`config.mk`:
```
export PLATFORM = sky130hd
export DESIGN_NAME = intersection_phase_scheduler
export DESIGN_NICKNAME = d
export VERILOG_FILES = /design/src/rtl/traffic_pkg.sv /design/src/rtl/tick_prescaler.sv /design/src/rtl/intersection_phase_scheduler.sv
export SDC_FILE = /design/constraint.sdc
export NUM_CORES = 1
export LEC_CHECK = 0
export ABC_AREA = 1
export CAP_MARGIN = 10
export CORE_MARGIN = 2
export CORE_UTILIZATION = 45
export DETAILED_ROUTE_END_ITERATION = 12
export GPL_ROUTABILITY_DRIVEN = 0
export PLACE_DENSITY = 0.69
export SYNTH_ARGS = -nofsm -noshare
export SYNTH_HDL_FRONTEND = slang
export SYNTH_SLANG_ARGS = --single-unit
```
`constraint.sdc`:
```
create_clock -name clk -period 2.3 [get_ports clk]
set_clock_uncertainty 0.1 [all_clocks]
set_input_delay 0.23 -clock clk [delete_from_list [all_inputs] [get_ports clk]]
set_output_delay 0.23 -clock clk [all_outputs]
set_load 0.05 [all_outputs]
```
`src/rtl/traffic_pkg.sv`:
```
// Shared phase codes, lamp encodings and start-mode codes for the intersection scheduler.
package traffic_pkg;

  localparam int unsigned PHASE_W = 3;
  localparam int unsigned LIGHT_W = 3;

  typedef enum logic [PHASE_W-1:0] {
    INIT      = 3'd0,
    NS_GREEN  = 3'd1,
    NS_YELLOW = 3'd2,
    ALL_RED_A = 3'd3,
    EW_GREEN  = 3'd4,
    EW_YELLOW = 3'd5,
    ALL_RED_B = 3'd6
  } phase_t;

  // Lamp heads are {red,yellow,green}
  localparam logic [LIGHT_W-1:0] L_RED = 3'b100;
  localparam logic [LIGHT_W-1:0] L_YEL = 3'b010;
  localparam logic [LIGHT_W-1:0] L_GRN = 3'b001;

  localparam logic [1:0] M_STOP = 2'b00;
  localparam logic [1:0] M_HOLD = 2'b01;
  localparam logic [1:0] M_GO   = 2'b10;
  localparam logic [1:0] M_SLOW = 2'b11;

  function automatic phase_t next_phase(input phase_t p);
    case (p)
      NS_GREEN:  return NS_YELLOW;
      NS_YELLOW: return ALL_RED_A;
      ALL_RED_A: return EW_GREEN;
      EW_GREEN:  return EW_YELLOW;
      EW_YELLOW: return ALL_RED_B;
      default:   return NS_GREEN;
    endcase
  endfunction

  // Returns {ns_light, ew_light}; anything not a green/yellow phase is red on both heads
  function automatic logic [2*LIGHT_W-1:0] lights_of(input phase_t p);
    case (p)
      NS_GREEN:  return {L_GRN, L_RED};
      NS_YELLOW: return {L_YEL, L_RED};
      EW_GREEN:  return {L_RED, L_GRN};
      EW_YELLOW: return {L_RED, L_YEL};
      default:   return {L_RED, L_RED};
    endcase
  endfunction

endpackage

```
`src/rtl/tick_prescaler.sv`:
```
// One-second time base: counts 0..TICK_DIV-1 while enabled and pulses tick on wrap.
module tick_prescaler #(
  parameter int unsigned TICK_DIV = 50_000_000
) (
  input  logic clk,
  input  logic reset,
  input  logic en,
  output logic tick
);

  localparam int unsigned PRE_W = (TICK_DIV > 1) ? $clog2(TICK_DIV) : 1;

  logic [PRE_W-1:0] cnt_q, cnt_d;
  logic             wrap_c;

  assign wrap_c = (cnt_q == PRE_W'(TICK_DIV - 1));
  assign tick   = en && wrap_c;

  always_comb begin
    cnt_d = cnt_q;
    if (en) cnt_d = wrap_c ? '0 : cnt_q + PRE_W'(1);
  end

  always_ff @(posedge clk or negedge reset) begin
    if (!reset) cnt_q <= '0;
    else        cnt_q <= cnt_d;
  end

endmodule

```
`src/rtl/intersection_phase_scheduler.sv`:
```
// Two-road intersection sequencer: phase FSM, countdown, pause toggle, pedestrian
// request latching with green cut, and registered lamp/walk outputs.
module intersection_phase_scheduler
  import traffic_pkg::*;
#(
  parameter int unsigned TICK_DIV = 50_000_000,
  parameter int unsigned GREEN_T  = 8,
  parameter int unsigned YELLOW_T = 3,
  parameter int unsigned ALLRED_T = 1,
  parameter int unsigned SHORT_T  = 3,
  parameter int unsigned CNT_W    = 8
) (
  input  logic             clk,
  input  logic             reset,
  input  logic             pause,
  input  logic [1:0]       start_mode,
  input  logic             ped_req_ns,
  input  logic             ped_req_ew,
  output logic [2:0]       ns_light,
  output logic [2:0]       ew_light,
  output logic             walk_ns,
  output logic             walk_ew,
  output logic [CNT_W-1:0] countdown,
  output logic [2:0]       phase,
  output logic             paused
);

  phase_t           state_q, state_d;
  logic [CNT_W-1:0] cnt_q, cnt_d;
  logic             paused_q, paused_d;
  logic             req_ns_q, req_ns_d, req_ew_q, req_ew_d;
  logic             walk_ns_q, walk_ns_d, walk_ew_q, walk_ew_d;
  logic [2:0]       ns_light_q, ns_light_d, ew_light_q, ew_light_d;
  logic             pause_prev_q, ped_ns_prev_q, ped_ew_prev_q;
  logic             pause_edge_c, ns_edge_c, ew_edge_c, tick_c, pre_en_c;

  function automatic logic [CNT_W-1:0] dur(input phase_t p);
    case (p)
      NS_GREEN, EW_GREEN:   return CNT_W'(GREEN_T);
      NS_YELLOW, EW_YELLOW: return CNT_W'(YELLOW_T);
      default:              return CNT_W'(ALLRED_T);
    endcase
  endfunction

  assign pause_edge_c = pause & ~pause_prev_q;
  assign ns_edge_c    = ped_req_ns & ~ped_ns_prev_q;
  assign ew_edge_c    = ped_req_ew & ~ped_ew_prev_q;
  assign pre_en_c     = !paused_q && (state_q != INIT);

  tick_prescaler #(.TICK_DIV(TICK_DIV)) u_prescaler (
    .clk  (clk),
    .reset(reset),
    .en   (pre_en_c),
    .tick (tick_c)
  );

  always_comb begin
    state_d   = state_q;
    cnt_d     = cnt_q;
    paused_d  = paused_q ^ pause_edge_c;
    req_ns_d  = req_ns_q | ns_edge_c;
    req_ew_d  = req_ew_q | ew_edge_c;
    walk_ns_d = walk_ns_q;
    walk_ew_d = walk_ew_q;

    if (state_q == INIT) begin
      case (start_mode)
        M_STOP: begin state_d = ALL_RED_B; cnt_d = CNT_W'(ALLRED_T); paused_d = 1'b0; end
        M_HOLD: begin state_d = ALL_RED_B; cnt_d = CNT_W'(ALLRED_T); paused_d = 1'b1; end
        M_GO:   begin state_d = NS_GREEN;  cnt_d = CNT_W'(GREEN_T);  end
        default: begin state_d = NS_YELLOW; cnt_d = CNT_W'(YELLOW_T); end
      endcase
    end else begin
      if (!paused_q && tick_c) begin
        if (cnt_q == CNT_W'(1)) begin
          state_d = next_phase(state_q);
          cnt_d   = dur(state_d);
        end else begin
          cnt_d = cnt_q - CNT_W'(1);
        end
      end
      // Cross-street request shortens a long green; honoured even while paused
      if (((state_q == NS_GREEN && ew_edge_c) || (state_q == EW_GREEN && ns_edge_c)) &&
          cnt_q > CNT_W'(SHORT_T))
        cnt_d = CNT_W'(SHORT_T);
    end

    if (state_d != NS_GREEN) walk_ns_d = 1'b0;
    else if (state_q != NS_GREEN) begin
      walk_ns_d = req_ns_q | ns_edge_c;
      req_ns_d  = 1'b0;
    end
    if (state_d != EW_GREEN) walk_ew_d = 1'b0;
    else if (state_q != EW_GREEN) begin
      walk_ew_d = req_ew_q | ew_edge_c;
      req_ew_d  = 1'b0;
    end

    {ns_light_d, ew_light_d} = lights_of(state_d);
  end

  always_ff @(posedge clk or negedge reset) begin
    if (!reset) begin
      state_q       <= INIT;
      cnt_q         <= '0;
      paused_q      <= 1'b0;
      req_ns_q      <= 1'b0;
      req_ew_q      <= 1'b0;
      walk_ns_q     <= 1'b0;
      walk_ew_q     <= 1'b0;
      ns_light_q    <= L_RED;
      ew_light_q    <= L_RED;
      pause_prev_q  <= 1'b0;
      ped_ns_prev_q <= 1'b0;
      ped_ew_prev_q <= 1'b0;
    end else begin
      state_q       <= state_d;
      cnt_q         <= cnt_d;
      paused_q      <= paused_d;
      req_ns_q      <= req_ns_d;
      req_ew_q      <= req_ew_d;
      walk_ns_q     <= walk_ns_d;
      walk_ew_q     <= walk_ew_d;
      ns_light_q    <= ns_light_d;
      ew_light_q    <= ew_light_d;
      pause_prev_q  <= pause;
      ped_ns_prev_q <= ped_req_ns;
      ped_ew_prev_q <= ped_req_ew;
    end
  end

  assign phase     = state_q;
  assign countdown = cnt_q;
  assign paused    = paused_q;
  assign walk_ns   = walk_ns_q;
  assign walk_ew   = walk_ew_q;
  assign ns_light  = ns_light_q;
  assign ew_light  = ew_light_q;

endmodule

```
==> metrics <==
setup tns final 0 ns; number of vias in the routed layout 2582; TritonCTS clock tree done; CP Cell Sequence clkdlybuf4s50_1; Final Routed Wirelength 6458 um; Hold Crit Class in -> reg; initial core utilization 47.15%; clock sink total 51; maxcap violations 0; Placeable Area 0.006459 mm2; Root Driver clkbuf_8; Ports 27; Yosys warning count 0; Tcrit/Tclk final 90.06%; PwrDens 772.2 mW/mm2; Tightest Pin Transition 0.7601 ns; crit path buf inv count 1; num rows 29; Clock transition at path regs 0.09 ns; minimum clock period 2.071 ns; status completed; final max-slew violation count 0; synthesized area per cell 7.809 um2; Post-DRT Antenna Nets 0; placed cell areas 0.003390 mm2; f_max 482.8 MHz; Syn Inst Count 390; Critical Path Start Type flop; Initial DRT Pass Iterations 5; Max FO, Critical Path 10; Core Util, Final 54.05%; PortBufs 26; Synth Area in Adders 1.233%; overall power 2.696 mW; Simple-Gate Fraction of Synth Area 34.68%; post_cts resized 0; share of layout cells above drive strength 1 13.44%; Post-Synth XOR/XNOR Area 2.876%; complex-gate fraction of the synthesized area 10.56%; commonest non-fill, non-tap cell in the layout nand2_1; Lkg Pwr 1.643 nW; most frequent cells in the layout nand2_1, inv_1, dfrtp_1; nets 433; TritonCTS buffer count 5; clk_lat worst skew 0.32 ns; critical path required time 1.97 ns; largest net degree at the start of global routing 35; worst hold margin 0.2799 ns; vias in the first global route 2491; DR DRC count 0; DR WL/cell 12.89 um; largest family of logic cells by synthesized area simple AND/OR/NAND/NOR gates; maximum vdd drop 0.4346 mV; Syn Std Cell Area 0.003045 mm2; Die W 86.27 um; die height 86.27 um; Yosys reg bits 51; Iter 0 DRT Violations 109; critical path type reg -> out; RSZ-0062 raised after global routing no; Die Footprint 0.007442 mm2; total track usage 19.14%; clock buffer depth 2; Post-CTS Setup Bufs 0; grt total ovfl 0; # diodes 0; initial antenna violation count 0; H-tree depth 2; critical path's top delay family buffers and inverters; Final Setup Violations 0; post-synthesis sequential area ratio 41.99%; drt via density 5.154; unique cell type count in the Yosys netlist 36; worst endpoint data arrival time 1.74 ns; first-pass GRT wire length 11430 um; slowest stage cell, crit path clkdlybuf4s50_1; final hold vios 0; Final HPWL DP 4953 um; Finished Cell Area 0.003491 mm2; Rel. slew slack 49.33%; post-synthesis mux area share 0%; area grow syn2layout 14.63%; Crit. End Element output pin; synthesized net count 400; crit-path max cell delay 0.87 ns
-- cells by family after synthesis --
group,Yosys count
xor+xnor,10
simple gates,203
buf+inv,63
flops,51
compound gates,60
fa+ha+maj,3
-- area by class of cell --
class	instances	area, um2
repair buffers	32	302.8
inverters	57	219.0
clock buffers	5	68.82
fillers	618	2968
clock inverters	3	22.52
multi-input cells	276	1503
flip-flops and latches	51	1279
well taps	77	96.34
-- layer usage --
metal | up-vias | wire [um] | GRT usage, %
met3 | 7 | 150 | 3.143
met1 | 1210 | 3254 | 27.42
li1 | 1323 | - | -
met4 | 0 | 85 | 5.682
met5 | - | 0 | 0
met2 | 42 | 2967 | 30.02
-- where the power goes --
part | switching (mW) | total (mW) | internal (mW)
sequential | 0.116 | 1.13 | 1.01
combinational | 0.674 | 1.03 | 0.353
clock | 0.320 | 0.540 | 0.221
total | 1.11 | 2.70 | 1.59
-- flip-flops by register name, indices dropped and copies added, names as in the netlist --
| register | count |
|---|---|
| ped_ew_prev_q | 1 |
| req_ew_q | 1 |
| countdown | 8 |
| u_prescaler.cnt_q | 26 |
| walk_ew | 1 |
| paused | 1 |
| ew_light | 3 |
| ns_light | 3 |
| ped_ns_prev_q | 1 |
| phase | 3 |
| walk_ns | 1 |
| req_ns_q | 1 |
| pause_prev_q | 1 |
-- path summary, 6_finish.rpt --
kind	from	to	slack, ns	depth (start not counted)
min in group asynchronous	reset	u_prescaler.cnt_q[16]	0.41	2
setup reg to reg	u_prescaler.cnt_q[0]	countdown[4]	0.30	9
setup / recovery	phase[0]	phase[0]	0.23	1
hold / removal	pause	pause_prev_q	0.28	1
max in group asynchronous	reset	phase[1]	1.03	3
hold reg to reg	u_prescaler.cnt_q[22]	u_prescaler.cnt_q[22]	0.38	1
-- synthesized netlist by cell type --
master / count / area share, %
o21ai_1: 9 / 1.5
a21oi_1: 28 / 4.6
a211oi_1: 1 / 0.25
buf_4: 1 / 0.25
inv_6: 1 / 0.29
a31oi_1: 1 / 0.21
nand2_1: 79 / 9.7
nor3_1: 12 / 2.0
nor2_1: 47 / 5.8
nor2_4: 6 / 2.2
buf_6: 2 / 0.74
nand3_1: 27 / 4.4
inv_1: 49 / 6.0
xnor2_1: 4 / 1.2
dfstp_2: 2 / 1.7
o211ai_1: 1 / 0.25
inv_2: 7 / 0.86
nand3_4: 3 / 1.7
nand2_2: 5 / 1.0
nor2_8: 1 / 0.66
nor2_2: 5 / 1.0
nor3_4: 1 / 0.53
ha_1: 3 / 1.2
nand3_2: 6 / 2.0
xor2_1: 6 / 1.7
nor3b_2: 1 / 0.41
nand2_8: 1 / 0.66
a21oi_2: 2 / 0.58
dfrtp_1: 49 / 40
o32a_1: 1 / 0.33
o21ai_0: 16 / 2.6
buf_2: 3 / 0.49
and3_4: 1 / 0.37
o31ai_1: 1 / 0.25
nand4_1: 7 / 1.4
nor4_4: 1 / 0.70
-- through the flow --
stage               cells  worst slack (ns)
finish                501            0.2287
CTS                   501            0.2149
detailed placement    492            0.3269
global placement      492            0.3939
global route          501           0.06447
floorplan             390            0.2296
-- what timing repair did --
item,4_1_cts,5_1_grt
endpoints found under the hold margin,30,0
endpoints found under the setup margin,0,0
hold buffers,1,0
Note: power is estimated with default switching activity, not from simulation.
